<file path="src/rtl/sp_bram_stream_reader_if.sv">
// Bus bundle for sp_bram_stream_reader: single-port BRAM read port plus the
// outgoing valid/ready stream. master = reader side, slave = BRAM + consumer side.
interface sp_bram_stream_reader_if #(
    parameter int DATA_W = 32,
    parameter int ADDR_W = 10
);
    logic [ADDR_W-1:0] addr0;
    logic              ce0;
    logic              we0;
    logic [DATA_W-1:0] o_data0;

    logic              m_valid;
    logic              m_ready;
    logic [DATA_W-1:0] m_data;
    logic              m_last;

    modport master (
        output addr0, ce0, we0, m_valid, m_data, m_last,
        input  o_data0, m_ready
    );

    modport slave (
        input  addr0, ce0, we0, m_valid, m_data, m_last,
        output o_data0, m_ready
    );
endinterface

</file>
<file path="src/rtl/sp_bram_stream_reader.sv">
// Reads a contiguous BRAM window on a start pulse and streams it out with valid/ready/last.
// Define BRAM_OUTREG_EN when the BRAM has an output register (read latency 2 instead of 1).
module sp_bram_stream_reader #(
    parameter int DATA_W = 32,
    parameter int ADDR_W = 10,
    parameter int LEN_W  = 11,
    parameter int BUF_D  = 4
) (
    input  logic                   clk,
    input  logic                   rst,
    input  logic                   start,
    input  logic [ADDR_W-1:0]      base_addr,
    input  logic [LEN_W-1:0]       len,
    output logic                   busy,
    output logic                   done,
    sp_bram_stream_reader_if.master bus
);

`ifdef BRAM_OUTREG_EN
    localparam int LAT = 2;
`else
    localparam int LAT = 1;
`endif

    localparam int PTR_W = (BUF_D > 1) ? $clog2(BUF_D) : 1;
    localparam int CNT_W = $clog2(BUF_D) + 1;
    localparam logic [LEN_W-1:0] LEN_ONE = LEN_W'(1);

    typedef enum logic [1:0] {
        IDLE,
        ISSUE,
        DRAIN
    } state_t;

    state_t state_q, state_d;

    logic [ADDR_W-1:0] addr_q;
    logic [LEN_W-1:0]  len_q;
    logic [LEN_W-1:0]  issue_left_q;
    logic [LEN_W-1:0]  beat_q;
    logic              done_q, done_d;

    logic [LAT-1:0]    ret_vld_p;
    logic [DATA_W-1:0] buf_mem [BUF_D];
    logic [PTR_W-1:0]  wr_ptr_q, rd_ptr_q;
    logic [CNT_W-1:0]  buf_count_q;

    logic              issue, load, push, pop, buf_empty, head_last;
    logic [CNT_W-1:0]  inflight, occupancy;

    function automatic logic [CNT_W-1:0] count_inflight(input logic [LAT-1:0] v);
        logic [CNT_W-1:0] n;
        n = '0;
        for (int i = 0; i < LAT; i++) begin
            n = n + CNT_W'(v[i]);
        end
        return n;
    endfunction

    // Every issued read reserves a buffer slot until it has been popped, so
    // returns can always be written even while the consumer stalls.
    assign inflight  = count_inflight(ret_vld_p);
    assign occupancy = buf_count_q + inflight;
    assign buf_empty = (buf_count_q == '0);
    assign push      = ret_vld_p[LAT-1];
    assign pop       = !buf_empty && bus.m_ready;
    assign head_last = (beat_q == (len_q - LEN_ONE));

    always_ff @(posedge clk) begin
        if (rst) begin
            state_q <= IDLE;
        end else begin
            state_q <= state_d;
        end
    end

    always_comb begin
        state_d = state_q;
        issue   = 1'b0;
        load    = 1'b0;
        done_d  = 1'b0;
        case (state_q)
            IDLE: begin
                if (start) begin
                    if (len != '0) begin
                        load    = 1'b1;
                        state_d = ISSUE;
                    end else begin
                        done_d  = 1'b1;
                    end
                end
            end
            ISSUE: begin
                if (occupancy < CNT_W'(BUF_D)) begin
                    issue = 1'b1;
                    if (issue_left_q == LEN_ONE) begin
                        state_d = DRAIN;
                    end
                end
            end
            DRAIN: begin
                // Popping the final beat implies nothing is buffered or in flight.
                if (pop && head_last) begin
                    state_d = IDLE;
                    done_d  = 1'b1;
                end
            end
            default: state_d = IDLE;
        endcase
    end

    // Stage p0: read issue, return tracking and buffer bookkeeping
    always_ff @(posedge clk) begin
        if (rst) begin
            addr_q       <= '0;
            len_q        <= '0;
            issue_left_q <= '0;
            beat_q       <= '0;
            done_q       <= 1'b0;
            ret_vld_p    <= '0;
            wr_ptr_q     <= '0;
            rd_ptr_q     <= '0;
            buf_count_q  <= '0;
        end else begin
            done_q    <= done_d;
            ret_vld_p <= LAT'({ret_vld_p, issue});

            if (load) begin
                addr_q       <= base_addr;
                len_q        <= len;
                issue_left_q <= len;
                beat_q       <= '0;
            end else begin
                if (issue) begin
                    addr_q       <= addr_q + ADDR_W'(1);
                    issue_left_q <= issue_left_q - LEN_ONE;
                end
                if (pop) begin
                    beat_q <= beat_q + LEN_ONE;
                end
            end

            if (push) begin
                wr_ptr_q <= wr_ptr_q + PTR_W'(1);
            end
            if (pop) begin
                rd_ptr_q <= rd_ptr_q + PTR_W'(1);
            end
            case ({push, pop})
                2'b10:   buf_count_q <= buf_count_q + CNT_W'(1);
                2'b01:   buf_count_q <= buf_count_q - CNT_W'(1);
                default: buf_count_q <= buf_count_q;
            endcase
        end
    end

    // Stage p1: return buffer storage
    always_ff @(posedge clk) begin
        if (push) begin
            buf_mem[wr_ptr_q] <= bus.o_data0;
        end
    end

    assign busy        = (state_q != IDLE);
    assign done        = done_q;
    assign bus.addr0   = addr_q;
    assign bus.ce0     = issue;
    assign bus.we0     = 1'b0;
    assign bus.m_valid = !buf_empty;
    assign bus.m_data  = buf_empty ? '0 : buf_mem[rd_ptr_q];
    assign bus.m_last  = !buf_empty && head_last;

endmodule
</file>
<file path="src/flat_wrapper.sv">
// flat-port wrapper written by rule: the top's interface ports become plain ports
module sp_bram_stream_reader_flat 
#(
    parameter int DATA_W = 32,
    parameter int ADDR_W = 10,
    parameter int LEN_W  = 11,
    parameter int BUF_D  = 4
)
  (clk, rst, start, base_addr, len, busy, done, bus_addr0, bus_ce0, bus_we0, bus_m_valid, bus_m_data, bus_m_last, bus_o_data0, bus_m_ready);
  sp_bram_stream_reader_if #(.DATA_W(DATA_W), .ADDR_W(ADDR_W)) bus_i ();
  input  logic clk;
  input  logic rst;
  input  logic start;
  input  logic [ADDR_W-1:0] base_addr;
  input  logic [LEN_W-1:0] len;
  output logic busy;
  output logic done;
  output wire logic [$bits(bus_i.addr0)-1:0] bus_addr0;
  output wire logic [$bits(bus_i.ce0)-1:0] bus_ce0;
  output wire logic [$bits(bus_i.we0)-1:0] bus_we0;
  output wire logic [$bits(bus_i.m_valid)-1:0] bus_m_valid;
  output wire logic [$bits(bus_i.m_data)-1:0] bus_m_data;
  output wire logic [$bits(bus_i.m_last)-1:0] bus_m_last;
  input wire logic [$bits(bus_i.o_data0)-1:0] bus_o_data0;
  input wire logic [$bits(bus_i.m_ready)-1:0] bus_m_ready;
  assign bus_addr0 = bus_i.addr0;
  assign bus_ce0 = bus_i.ce0;
  assign bus_we0 = bus_i.we0;
  assign bus_m_valid = bus_i.m_valid;
  assign bus_m_data = bus_i.m_data;
  assign bus_m_last = bus_i.m_last;
  assign bus_i.o_data0 = bus_o_data0;
  assign bus_i.m_ready = bus_m_ready;
  sp_bram_stream_reader #(.DATA_W(DATA_W), .ADDR_W(ADDR_W), .LEN_W(LEN_W), .BUF_D(BUF_D)) u_core (.clk(clk), .rst(rst), .start(start), .base_addr(base_addr), .len(len), .busy(busy), .done(done), .bus(bus_i));
endmodule
</file>
<file path="config.mk">
export PLATFORM = sky130hd
export DESIGN_NAME = sp_bram_stream_reader_flat
export DESIGN_NICKNAME = d
export VERILOG_FILES = /design/src/rtl/sp_bram_stream_reader_if.sv /design/src/rtl/sp_bram_stream_reader.sv /design/src/flat_wrapper.sv
export SDC_FILE = /design/constraint.sdc
export NUM_CORES = 1
export LEC_CHECK = 0
export CAP_MARGIN = 10
export CORE_MARGIN = 2
export CORE_UTILIZATION = 45
export CTS_BUF_LIST = sky130_fd_sc_hd__clkbuf_4
export CTS_CLUSTER_SIZE = 14
export DETAILED_ROUTE_END_ITERATION = 10
export PLACE_DENSITY = 0.68
export SYNTH_ARGS = -nofsm -noshare
export SYNTH_HDL_FRONTEND = slang
export SYNTH_SLANG_ARGS = --single-unit
</file>
<file path="constraint.sdc">
create_clock -name clk -period 4.3 [get_ports clk]
set_input_delay 0.43 -clock clk [delete_from_list [all_inputs] [get_ports clk]]
set_output_delay 0.43 -clock clk [all_outputs]
set_load 0.005 [all_outputs]
</file>
==> results of run 1 <==
[worst max path at each step]
stage                               start    endpoint  slack, ps  depth (start not counted)
after global routing      u_core.len_q[0]  bus_m_last        170                          9
after CTS                 u_core.len_q[0]  bus_m_last        390                          9
after floorplan           u_core.len_q[0]  bus_m_last       1830                          8
final                     u_core.len_q[0]  bus_m_last        450                          9
after global placement    u_core.len_q[0]  bus_m_last       1100                          9
after detailed placement  u_core.len_q[0]  bus_m_last       1050                          9
[where the power goes]
part	switching [mW]	internal (mW)
clock network	0.551	0.296
registers	0.0560	1.96
logic	0.456	0.571
[kinds of logic after synthesis]
family / after synthesis / synth area share, %
multiplexers: 35 / 9.68
other: 1 / 0.0483
flip-flops: 184 / 63.9
AND/OR/NAND/NOR: 193 / 12.8
adder cells (fa/ha/maj): 11 / 1.87
buffers and inverters: 47 / 2.45
AO/OA/AOI/OAI: 70 / 5.72
XOR/XNOR: 30 / 3.48
[routing by layer]
metal  wire (µm)  global-route usage (%)  vias to the layer above  part of all wire [%]
met5           0                       0                        -                     0
met4         182                    6.13                        0                   1.2
met3         782                    3.44                       15                   5.1
met2        7520                    29.6                      140                    49
met1        7000                    24.3                     2389                    45
li1            -                       -                     2326                     -
[tightest hold or removal path: cells and delay by family]
kind | cells | cell delay (ps)
AO/OA/AOI/OAI | 1 | 60
buffers and inverters | 1 | 400
AND/OR/NAND/NOR | 1 | 100
[metrics by stage]
stage | setup WS, ps | power, mW
after floorplan | 1830 | 2.63
after global placement | 1100 | 3.09
after detailed placement | 1050 | 3.10
after CTS | 391 | 3.95
after global routing | 173 | 4.10
final | 451 | 3.89
[flip-flops by register name, summed over array words and instances, names as in the netlist, named ones only]
register / count
u_core.len_q: 11
u_core.buf_count_q: 3
u_core.beat_q: 11
u_core.push: 1
u_core.done: 1
u_core.buf_mem: 128
u_core.wr_ptr_q: 2
u_core.issue_left_q: 11
u_core.rd_ptr_q: 2
u_core.bus.addr0: 10
u_core.state_q: 2
[layout by cell type, fill, tap and decap left out, types with 4 or more instances in the layout]
| cell type | count |
|---|---|
| xnor2_1 | 17 |
| a21oi_1 | 26 |
| and3_1 | 4 |
| clkdlybuf4s50_1 | 103 |
| buf_4 | 10 |
| xor2_1 | 12 |
| and2_1 | 5 |
| nand4_1 | 7 |
| a211oi_1 | 5 |
| a31oi_1 | 5 |
| a221oi_1 | 5 |
| o21ai_0 | 9 |
| nor3_1 | 9 |
| edfxtp_1 | 128 |
| mux4_2 | 32 |
| ha_1 | 10 |
| dfxtp_1 | 55 |
| inv_1 | 17 |
| clkbuf_4 | 19 |
| nor2_1 | 46 |
| nand2_1 | 42 |
| or3_1 | 11 |
| nor4_1 | 5 |
| o21ai_1 | 4 |
| o211ai_1 | 4 |
| nor2b_1 | 34 |
| nand3_1 | 10 |
[area by class of cell]
type	count	area (µm²)	area share, %
clock inverter	13	106	1.15
multi-input combinational	340	2620	28.2
inverter	18	67.6	0.728
timing repair buffer	113	1110	11.9
sequential	184	4970	53.5
tap	225	282	3.03
clock buffer	19	143	1.54
==> flow_summary.yaml, run 1 <==
sta:
  holdWs_ps: 463
  period_share_pct: 89.5
  fin_tns_setup_ps: 0
  finalMaxSlewViolations: 0
  hold_viol_final: 0
  fin_crit_ps: 3850
  finalSetupViolations: 0
  worst_clock_skew_ps: 18.6
  max_freq_mhz: 260
  slew-limit-headroom_pct: 23.9
  rsz0062_at_grt: "false"
  worst_slew_pin_slew_ps: 1140
layout:
  areaGrowthSynthToFinish_pct: 19.6
  nets: 742
  finalNonFillerCells: 912
  fillCellCount: 1424
  drive_gt1_share_pct: 12.2
  final_core_util_pct: 54.4
  antennaDiodeCount: 0
  post-route-cell-area_um2: 9290
die:
  chipWidth_um: 135
  start_util_pct: 45.5
  design.die.area_um2: 18300
  rows: 48
  io_pins: 105
  core_area_um2: 17100
  die_h_um: 135
synth:
  yosys.area.top_type_share_pct: 49.5
  synth_cells: 571
  ys_ff_latch: 184
  yosysMostFrequentCell: "edfxtp_1"
  netlist_top_cells_area: "edfxtp_1 (49%), dfxtp_1 (14%), mux4_2 (9.3%)"
  yosysSeqAreaShare_pct: 63.9
  yosysWarningCount: 0
  synth_area_um2: 7770
  synth_edf_count: 128
  synth.distinct_cells: 58
  synthArstFlopShare_pct: 0
  netlist_top_cells_count: "edfxtp_1 (128), dfxtp_1 (56), nor2_1 (46)"
  synth_area_leader_cell: "edfxtp_1"
  synthFlopType: "edfxtp_1"
  synth_nets: 639
  avgSynthCellArea_um2: 13.6
global_route:
  antenna_found_initial: 0
  grt_max_degree: 33
  grt_pass1_wl_um: 25300
  grt_overflow: 0
  grt_use_total_pct: 18.0
  grt_pass1_vias: 4972
cts:
  cts_tree: "yes"
  ctsResizeCount: 0
  hold_buffers: 0
  cts_sinks: 184
  path_clk_slew_ps: 140
  post-cts-setup-buffers: 0
  cts_inserted_buffers: 17
  max-clock-path-buffers: 2
  ctsHtreeMaxLevel: 4
  clkLatencyLatePin_ps: 560
  cts-root-buf: "clkbuf_4"
place:
  place_hpwl_um: 10400
  port_buffers: 103
  postPlaceCellArea_um2: 9040
  placed_cells: 880
  gp_congestion: 0.853
routing:
  first_pass_iters: 5
  drtIter0Drc: 363
  routed_via_density: 5.34
  wl_per_cell_um: 17.0
  drc: 0
  vias: 4870
  final_antenna_net_count: 0
  routed_wl_um: 15500
worst_setup_path:
  critPathLaunchType: "flip-flop"
  path_buf_inv: 2
  r2r_start: "u_core.buf_count_q[0]"
  critical_path_arrival_ps: 3420
  r2r-end: "u_core.buf_count_q[2]"
  cp_slowest_stage_delay_ps: 510
  worstPathCellList: "inv_1, ha_1, nor3b_2, a21oi_1, o21a_1, or3_1, a221oi_1, and2_1, clkdlybuf4s50_1"
  r2r_slack_ps: 1720
  crit_fanout: 7
  critPathSlowestCell: "clkdlybuf4s50_1"
  required_ps: 3870
  crit_path_end_kind: "output pin"
  critPathKind: "flip-flop to output pin"
  crit_family: "simple AND/OR/NAND/NOR gates"
  reg2regPathDepth: 8
power:
  leakage_nw: 2.99
  vdd_drop_max_uv: 173
  p_per_area_nw_per_um2: 419
run_status:
  status: "complete, no violations"
hold_path:
  hp-start: "base_addr[9]"
  min_delay_path_depth: 3
  hp-class: "input pin to flip-flop"
  holdPathEnd: "u_core.bus.addr0[9]"
job:
  cap_violations: 0
Power figures use the tool's default switching activity.
==> run 2: changes to the inputs <==
--- a/config.mk
+++ b/config.mk
@@ -11,7 +11,10 @@
 export CTS_BUF_LIST = sky130_fd_sc_hd__clkbuf_4
 export CTS_CLUSTER_SIZE = 14
 export DETAILED_ROUTE_END_ITERATION = 10
+export GPL_ROUTABILITY_DRIVEN = 0
 export PLACE_DENSITY = 0.68
+export RECOVER_POWER = 25
+export SLEW_MARGIN = 20
 export SYNTH_ARGS = -nofsm -noshare
 export SYNTH_HDL_FRONTEND = slang
 export SYNTH_SLANG_ARGS = --single-unit
==> run 2 against run 1 <==
  * Largest power group unchanged
  * Maximum frequency shrank 1.2%
  * Largest cell class unchanged
  * Critical path depth is the same
  * Wire length is essentially flat
==> flow_summary.yaml, run 2 (same netlist as run 1, synthesis figures left out) <==
layout:
  regMostFlops: "u_core.buf_mem"
  finalNonFillerCells: 913
  largest_reg_flops: 128
  areaGrowthSynthToFinish_pct: 19.7
  mostFrequentLayoutCell: "edfxtp_1"
  drive_gt1_share_pct: 12.1
  final_cell_mix: "edfxtp_1 (128), clkdlybuf4s50_1 (77), dfxtp_1 (55)"
  post-route-cell-area_um2: 9290
  nets: 741
power:
  p_sw_mw: 1.08
  pwr-share-clk_pct: 22.2
  intPower_mw: 2.82
  switching_share_pct: 27.7
  power_frac_seq_pct: 51.8
  leakage_nw: 2.99
  vdd_drop_max_uv: 188
  combPwrFrac_pct: 26.0
  p_per_area_nw_per_um2: 420
place:
  port_buffers: 103
  placed_cells: 879
  place_hpwl_um: 10300
  postPlaceCellArea_um2: 9030
cts:
  max-clock-path-buffers: 2
  cts_sinks: 184
  clkLatencyLatePin_ps: 560
  ctsResizeCount: 0
  cts_tree: "yes"
  post-cts-setup-buffers: 0
  cts-root-buf: "clkbuf_4"
  ctsHtreeMaxLevel: 4
  hold_buffers: 0
  cts_inserted_buffers: 17
  path_clk_slew_ps: 130
sta:
  max_freq_mhz: 257
  fin_crit_ps: 3900
  fin_tns_setup_ps: 0
  finalMaxSlewViolations: 0
  worst_slew_pin_slew_ps: 1070
  finalSetupViolations: 0
  period_share_pct: 90.6
  worst_clock_skew_ps: 15.0
  hold_viol_final: 0
  holdWs_ps: 430
  slew-limit-headroom_pct: 28.7
  rsz0062_at_grt: "false"
worst_setup_path:
  crit_path_end_kind: "output pin"
  critical_path_arrival_ps: 3470
  critPathLaunchType: "flip-flop"
  critPathKind: "flip-flop to output pin"
  crit_fanout: 7
  required_ps: 3870
routing:
  drc: 0
  routed_wl_um: 15500
  routed_via_density: 5.44
  wl_per_cell_um: 17.0
  drtIter0Drc: 341
  vias: 4963
  first_pass_iters: 4
  final_antenna_net_count: 0
global_route:
  antenna_found_initial: 1
  grt_max_degree: 33
  grt_pass1_wl_um: 25500
  grt_overflow: 0
  grt_use_total_pct: 17.9
  grt_pass1_vias: 4951
die:
  io_pins: 105
  design.die.area_um2: 18300
  die_h_um: 135
  chipWidth_um: 135
  core_area_um2: 17100
  rows: 48
  start_util_pct: 45.5
job:
  cap_violations: 0
hold_path:
  hp-class: "input pin to flip-flop"
run_status:
  status: "complete, no violations"
==> run 2: cell count changes in the layout (fill, tap and decap cells not counted), moves of 2 or more <==
cell	change
diode_2	+2
clkdlybuf4s50_1	-26
clkinv_2	-2
dlygate4sd3_1	+26
clkinv_4	+2
==> run 2: power by group through the flow <==
stage	logic, mW	registers (mW)	clock network (mW)
2_1_floorplan	0.582	2.05	0
3_3_place_gp	1.03	2.05	0
3_5_place_dp	1.04	2.06	0
4_1_cts	1.04	2.02	0.897
5_1_grt	1.12	2.03	0.963
6_report	1.01	2.02	0.867
==> run 2: path summary, 6_finish.rpt <==
path / from / depth (start not counted) / slack [ps] / endpoint
worst max-delay path: u_core.len_q[0] / 9 / 400 / bus_m_last
worst min-delay path: base_addr[3] / 3 / 430 / u_core.bus.addr0[3]
worst max register to register: u_core.len_q[0] / 9 / 1680 / u_core.state_q[1]
worst min register to register: u_core.len_q[10] / 2 / 490 / u_core.len_q[10]
==> run 2: layout make-up <==
cell class	count	area (µm²)
multi-input combinational	340	2620
timing repair buffer	112	1100
clock buffer	18	135
antenna	2	5.00
inverter	18	67.6
clock inverter	14	123
sequential	184	4970
fill	1415	7760
tap	225	282
==> run 2: routing by layer <==
| metal | global-route usage (%) | share of wire (%) |
|---|---|---|
| met1 | 23.8 | 45 |
| met2 | 29.7 | 49 |
| met3 | 4.34 | 6.0 |
| met4 | 5.03 | 0.67 |
| met5 | 0 | 0 |
==> run 2: through the flow <==
stage	setup WS, ps	utilization, %	power, mW
floorplan	1830	-	2.63
global placement	1150	52.9	3.08
detailed placement	1010	52.9	3.10
CTS	354	54.5	3.96
global route	161	54.5	4.11
finish	402	54.5	3.90
==> run 2: critical path, stage by stage (launching register included) <==
cell and delay (ps):
dfxtp_1 380, inv_1 70, ha_1 240, nor3b_2 400
a21oi_1 160, o21a_1 200, or3_1 310, a221oi_1 450
and2_1 210, clkdlybuf4s50_1 500
